--- config.mk ---
export PLATFORM = sky130hd
export DESIGN_NAME = ifetch_stage
export DESIGN_NICKNAME = d
export VERILOG_FILES = /design/src/rtl/ifetch_stage.sv
export SDC_FILE = /design/constraint.sdc
export NUM_CORES = 1
export LEC_CHECK = 0
export ABC_AREA = 0
export BUFFER_PORTS_ARGS = -buffer_cell sky130_fd_sc_hd__buf_2
export CAP_MARGIN = 15
export CORE_ASPECT_RATIO = 0.6
export CORE_MARGIN = 2
export CORE_UTILIZATION = 55
export DETAILED_ROUTE_END_ITERATION = 6
export GPL_ROUTABILITY_DRIVEN = 0
export PLACE_DENSITY = 0.92
export SETUP_SLACK_MARGIN = 0.02
export SLEW_MARGIN = 10
export SYNTH_ARGS = -nofsm -noshare
export SYNTH_HDL_FRONTEND = slang
export SYNTH_SLANG_ARGS = --single-unit
--- constraint.sdc ---
create_clock -name clk -period 7.2 [get_ports clk]
set_clock_uncertainty 0.05 [all_clocks]
set_input_delay 0.72 -clock clk [delete_from_list [all_inputs] [get_ports clk]]
set_output_delay 0.72 -clock clk [all_outputs]
set_load 0.02 [all_outputs]
--- src/rtl/ifetch_stage.sv ---
// DLX instruction-fetch stage: launches NextPC to instruction SRAM over req/ack,
// buffers one instruction under ID stall, and squashes wrong-path fetches on branch.
module ifetch_stage #(
  parameter logic [31:0] NOP_INSTR = 32'h0000_0000,
  parameter logic [31:0] RESET_PC  = 32'h0000_0000
) (
  input  logic        clk,
  input  logic        reset,
  input  logic [31:0] pc_in,
  input  logic        branch,
  input  logic        stall,
  output logic [31:0] imem_addr,
  output logic        imem_req,
  input  logic        imem_ack,
  input  logic [31:0] imem_rdata,
  output logic [31:0] if_instr,
  output logic [31:0] if_pc,
  output logic [31:0] if_pc4,
  output logic        if_valid,
  output logic        fetch_stall
);

  typedef enum logic [1:0] {
    IDLE = 2'd0,
    REQ  = 2'd1,
    FULL = 2'd2
  } state_t;

  state_t      state, state_nxt;
  logic [31:0] fetch_addr, fetch_addr_nxt;
  logic [31:0] req_addr, req_addr_nxt;
  logic        squash, squash_nxt;
  logic [31:0] hb_instr, hb_instr_nxt;
  logic [31:0] hb_pc, hb_pc_nxt;
  logic [31:0] instr_nxt;
  logic [31:0] pc_nxt;
  logic        valid_nxt;
  logic        accept;

  // req_addr is the address of the outstanding request; it differs from
  // fetch_addr only while a squashed fetch is still waiting for its ack.
  assign imem_addr   = req_addr;
  assign imem_req    = (state == REQ);
  assign accept      = (state == REQ) && imem_ack && !squash && !branch;
  assign fetch_stall = reset || !accept;

  always_comb begin
    state_nxt      = state;
    fetch_addr_nxt = fetch_addr;
    req_addr_nxt   = req_addr;
    squash_nxt     = squash;
    hb_instr_nxt   = hb_instr;
    hb_pc_nxt      = hb_pc;
    instr_nxt      = if_instr;
    pc_nxt         = if_pc;
    valid_nxt      = if_valid;

    // ID consumed the current word; show a bubble unless something new loads.
    if (!stall) begin
      valid_nxt = 1'b0;
      instr_nxt = NOP_INSTR;
    end else begin
      valid_nxt = if_valid;
    end

    case (state)
      IDLE: begin
        state_nxt      = REQ;
        fetch_addr_nxt = RESET_PC;
        req_addr_nxt   = RESET_PC;
      end
      REQ: begin
        if (imem_ack) begin
          if (squash || branch) begin
            squash_nxt     = 1'b0;
            fetch_addr_nxt = pc_in;
          end else begin
            fetch_addr_nxt = pc_in + 32'd4;
            if (!stall || !if_valid) begin
              instr_nxt = imem_rdata;
              pc_nxt    = req_addr;
              valid_nxt = 1'b1;
            end else begin
              hb_instr_nxt = imem_rdata;
              hb_pc_nxt    = req_addr;
              state_nxt    = FULL;
            end
          end
          req_addr_nxt = fetch_addr_nxt;
        end else begin
          req_addr_nxt = req_addr;
        end
      end
      FULL: begin
        if (!stall) begin
          instr_nxt = hb_instr;
          pc_nxt    = hb_pc;
          valid_nxt = 1'b1;
          state_nxt = REQ;
        end else begin
          state_nxt = FULL;
        end
      end
      default: state_nxt = IDLE;
    endcase

    // Redirect overrides everything; an unacked request keeps its address
    // on the bus and is flagged for discard.
    if (branch) begin
      valid_nxt      = 1'b0;
      instr_nxt      = NOP_INSTR;
      fetch_addr_nxt = pc_in;
      state_nxt      = REQ;
      if ((state == REQ) && !imem_ack) begin
        squash_nxt   = 1'b1;
        req_addr_nxt = req_addr;
      end else begin
        squash_nxt   = 1'b0;
        req_addr_nxt = pc_in;
      end
    end else begin
      squash_nxt = squash_nxt;
    end
  end

  always_ff @(posedge clk) begin
    if (reset) begin
      state      <= IDLE;
      fetch_addr <= RESET_PC;
      req_addr   <= RESET_PC;
      squash     <= 1'b0;
      hb_instr   <= NOP_INSTR;
      hb_pc      <= 32'd0;
      if_instr   <= NOP_INSTR;
      if_pc      <= 32'd0;
      if_pc4     <= 32'd4;
      if_valid   <= 1'b0;
    end else begin
      state      <= state_nxt;
      fetch_addr <= fetch_addr_nxt;
      req_addr   <= req_addr_nxt;
      squash     <= squash_nxt;
      hb_instr   <= hb_instr_nxt;
      hb_pc      <= hb_pc_nxt;
      if_instr   <= instr_nxt;
      if_pc      <= pc_nxt;
      if_pc4     <= pc_nxt + 32'd4;
      if_valid   <= valid_nxt;
    end
  end

endmodule

* Word level (Yosys, flattened, before mapping)
Cells that the tools add are included.
Word-level totals: register bits 196, output and inout bits 131, logic and storage cells 80
Operators by class: $add $sub $neg 2, eq/ne operators 9, multiplexer cells 33, bitwise operators 2, reduce and logical (&&, ||, !) cells 24
Operator list (number):
- 32-bit two-way mux | 13
- 32-bit case mux with 2 select lines | 3
- 32-bit by 3-bit adder with 32-bit output, second input constant | 2
- 3-bit AND reduction | 4
- 1-bit two-way mux | 11
- 2-bit two-way mux | 4
- 1-bit logical NOT | 6
- 2-bit != test, second input constant | 3
- 3-bit != test, second input constant | 2
- 2-bit case mux with 3 select lines | 1
- 2-bit nonzero test | 3
- 1-bit logical AND | 4
- 4-bit AND reduction | 1
- 1-bit logical OR | 3
- 3-bit by 2-bit != test with 1-bit output, second input constant | 1
- 3-bit nonzero test | 1
- 2-bit by 1-bit == test with 1-bit output, second input constant | 1
- 2-bit == test, second input constant | 1
- 2-bit logical NOT | 1
- 2-bit by 1-bit != test with 1-bit output, second input constant | 1
- 1-bit inverter | 2
- 1-bit case mux with 2 select lines | 1
- 2-bit OR reduction | 1

* Longest topological paths before layout
word-level depth 7, depth in mapped cells 15, depth with buffers taken out 10

* Worst setup path before layout
No wires, ideal clock.
kind input -> register, from in branch, to reg if_pc4[20], data arrival time 3096 ps, required time 7014 ps, setup slack 3918 ps, cell stages on the path 13, buffers on the path 5, cell sequence buf_6 or3b_1 a221o_1 buf_6 buf_6 a22oi_1 inv_1 ha_1 clkbuf_1 nand4b_1 buf_2 o21a_1 nor3_2
On the way: longest elaborated chain between the ends 5
Ends and longest elaborated chain:
- start, declared | RTL line 10 | input logic branch,
- 1-bit logical OR | RTL line 74 | if (squash || branch) begin
- 32-bit two-way mux | RTL line 74
- 32-bit two-way mux | RTL line 73 | if (imem_ack) begin
- 32-bit case mux with 2 select lines | RTL line 66 | case (state)
- named net pc_nxt[2] | RTL line 36 | logic [31:0] pc_nxt;
- 32-bit by 3-bit adder with 32-bit output | RTL line 147 | if_pc4 <= pc_nxt + 32'd4;
- end signal, assigned | RTL line 147
- end, declared | RTL line 18 | output logic [31:0] if_pc4,
The timed path passes the listed nets, and every way through them passes these cells. A chain may end at the register's enable or synchronous reset.

* Worst setup path in the final report
from reg state[1], to reg if_pc4[24]
On the way: longest elaborated chain between the ends 3, elaborated cells on any way between the ends 4, classes of those cells add/sub: 1; eq/ne: 2; mux: 1
Ends and longest elaborated chain:
- start, declared | RTL line 29 | state_t state, state_nxt;
- start signal, assigned | RTL line 139 | state <= state_nxt;
- 2-bit == test / 2-bit by 1-bit == test with 1-bit output (equally long branches)
- 32-bit case mux with 2 select lines (*) | RTL line 66
- 32-bit by 3-bit adder with 32-bit output (*) | RTL line 147
Mark *: on every way between the ends. The rest lies on a longest branch, timed or not.

==> run_results.csv <==
group,metric,value,unit
critical_path,critPathMaxFanout,20,
place,pre_cts_ws,2.36,ns
timing,final-hold-violation-count,0,
global_route,top_usage_layer,"met1",
synthesis,ys.flop_type,"dfxtp_1",
synthesis,synth_area,8110,sq um
clocking,cts_root_buf,"clkbuf_16",
synthesis,synth-edff-count,0,
global_route,grt_overflow,0,
routing,drt_first_pass_iters,7,
synthesis,synth_top_area_share,0.479,
synthesis,seq_area_frac_synth,0.479,
power_and_ir_drop,report.power.total,0.00226,W
critical_path,cp_slowest_cell,"and3_1",
synthesis,yosysUniqueCellTypes,52,
clocking,clk_latency,0.43,ns
synthesis,yosys_register_bits,194,
place,portBuffers,199,
layout,fillerInstances,1201,
clocking,cts.repair.resized,0,
clocking,ctsHoldBuffers,0,
clocking,cts_setup_buffers,0,
floorplan,ioPinCount,200,
clocking,cts_tree,"yes",
min_path,hold_path.class,"flop to flop",
layout,final_nets,1170,
routing,avgViaCountPerCell,5.96,
flow_run,drv_cap,0,
global_route,grt_max_degree,87,
floorplan,die_area,15800,sq um
clocking,htreeDepth,4,
routing,drc,5,
synthesis,synth.net_count,1014,
critical_path,critPathTopFamily,"simple AND/OR/NAND/NOR gates",
critical_path,crit_chain,"inv_1 -> ha_1 -> and2_0 -> and3_1 -> a222oi_1 -> nor4_4 -> nand4b_1 -> nor4_1 -> mux2_1",
layout,layout-drive-gt1-share,0.236,
critical_path,crit_arrival,5.22,ns
power_and_ir_drop,power_leakage,3.91,nW
timing,timing.fmax,0.202,GHz
timing,rsz0062_at_grt,"no",
synthesis,syn_area_per_cell,8.64,sq um
power_and_ir_drop,p_per_area,233,nW/um^2
global_route,antenna_found_initial,1,
critical_path,critical_path.endpoint_type,"flop",
place,hpwl,16300,um
power_and_ir_drop,peakVddDrop,0.000135,V
floorplan,coreArea,14500,sq um
timing,slew_headroom,0.274,
layout,final_cells,1306,
critical_path,start_kind,"flop",
floorplan,dieHeight,98.1,um
global_route,first_global_vias,6966,
timing,final.setup.worst_slack,2.25,ns
global_route,globalRouteMet2Util,0.426,
timing,setup_violations,0,
critical_path,crit_type,"flop to flop",
synthesis,synth_top_area_cell,"dfxtp_1",
routing,ant_nets,0,
global_route,grt_util_met1,0.429,
timing,fin_crit_sh,0.687,
floorplan,start_util,0.561,
routing,vias,7787,
run_status,status,"finished, violations left",
layout,multi_input_area,3870,sq um
routing,routed_wl,23400,um
global_route,grt_usage,0.289,
synthesis,async_flop_share,0,
place,dp_cells,1274,
run_status,violations,"DRC",
layout,antennaDiodeCount,0,
floorplan,die_w,161,um
synthesis,ys_warn_count,0,
clocking,clockBufferDepth,2,
timing,worst_pin_slew,1.08,ns
synthesis,synth_top_cells_by_area,"dfxtp_1 48%, nand2_1 7.5%, a22oi_1 5.6%, nor2_1 5.1%, a21oi_1 4.1%",
routing,wl_per_cell,17.9,um
layout,area_delta_synth_final,19.9,%
layout,seq_area,3880,sq um
timing,tns,0,ns
synthesis,synthCells,939,
critical_path,slowest_delay,0.85,ns
timing,layout_min_cycle_time,4.95,ns
clocking,clkTransAtPathRegs,0.07,ns
critical_path,path_buf_inv,1,
timing,maxSlewViolCount,0,
global_route,grt_pass1_wl,36400,um
critical_path,cp.required,7.47,ns
global_route,grt_use_met3,0.0663,
routing,dr.first_iter.drc_count,992,
clocking,clock-sinks,194,
floorplan,rows,34,
clocking,cts_made_buffers,17,
==> sequential cells by signal (all words and copies together) (netlist names), named ones only <==
register / count
if_pc4: 30
if_instr: 32
if_valid: 1
imem_addr: 32
state: 2
hb_pc: 32
if_pc: 30
squash: 1
hb_instr: 32
==> cell families (layout without fill, tap and decap cells) <==
| family | Yosys count | count (layout) | synth area share |
|---|---|---|---|
| AND/OR/NAND/NOR | 373 | 373 | 0.209 |
| adder cells (fa/ha/maj) | 6 | 6 | 0.00925 |
| flip-flops | 194 | 194 | 0.479 |
| AO/OA/AOI/OAI | 237 | 237 | 0.208 |
| buffers and inverters | 87 | 256 | 0.0477 |
| XOR/XNOR | 38 | 38 | 0.0410 |
| multiplexers | 4 | 4 | 0.00555 |
==> metrics by stage <==
stage                     utilization  instance area, sq um  hold WS (ns)
after CTS                       0.672                  9720         0.406
after global placement          0.632                  9140         0.391
after global routing            0.672                  9720         0.424
after floorplan                     -                  8110         0.386
after detailed placement        0.632                  9140         0.396
final                           0.672                  9720         0.405
==> cell usage after synthesis, types with 6 or more instances <==
cell      instances
o31a_1            8
nand3_1          11
a21oi_1          67
ha_1              6
clkbuf_1         50
nor2_1          110
nor3_2            7
xor2_1           12
nand2_1         162
buf_2             9
nor2b_1           6
a222oi_1         20
nand4_1           9
inv_1            14
a32o_1            9
dfxtp_1         194
a22o_1           36
a22oi_1          60
xnor2_1          26
buf_1             6
nor4_1           15
o21ai_0          22
nor3_1           20
==> routing by layer <==
| metal | share of wire | vias to the layer above |
|---|---|---|
| li1 | - | 3641 |
| met1 | 0.44 | 3659 |
| met2 | 0.43 | 441 |
| met3 | 0.11 | 44 |
| met4 | 0.017 | 2 |
| met5 | 0.00055 | - |
==> worst register-to-register path, stage by stage, from the launching register on <==
cell      delay [ns]
dfxtp_1         0.33
inv_1           0.11
ha_1            0.36
and2_0          0.69
and3_1          0.85
a222oi_1        0.29
nor4_4          0.54
nand4b_1        0.70
nor4_1          0.56
mux2_1          0.36
==> report_power, final <==
group          internal [W]  switching [W]  total [W]
Clock              0.000517       0.000427   0.000944
Combinational     0.0000630       0.000145   0.000208
Sequential          0.00109      0.0000217    0.00111
==> area by class of cell <==
cell class / instances / area share
clock buffer: 18 / 0.0441
clock inverter: 14 / 0.0158
inverter: 14 / 0.00541
multi-input combinational: 658 / 0.398
sequential: 194 / 0.399
tap: 198 / 0.0255
timing repair buffer: 210 / 0.111
==> cells in the final DEF (no fill, tap or decap), drive strengths merged, types with 5 or more instances in the layout <==
cell type,synthesis,routed
a21oi,67,67
a222oi,20,20
a22o,36,36
a22oi,60,60
a32o,9,9
and3,5,5
buf,23,210
clkbuf,50,18
clkinvlp,0,5
dfxtp,194,194
ha,6,6
inv,14,18
nand2,162,162
nand3,11,11
nand4,9,9
nor2,110,110
nor2b,6,6
nor3,27,27
nor4,17,17
o21a,5,5
o21ai,23,23
o31a,8,8
xnor2,26,26
xor2,12,12
==> worst paths after layout <==
kind / start / end / slack [ns] / cells after the start
setup / recovery: state[1] / if_pc4[24] / 2.25 / 9
hold / removal: hb_instr[12] / hb_instr[12] / 0.40 / 2
setup reg to reg: state[1] / if_pc4[24] / 2.25 / 9
hold reg to reg: hb_instr[12] / hb_instr[12] / 0.40 / 2
No activity file was read; power rests on OpenSTA's default activity.
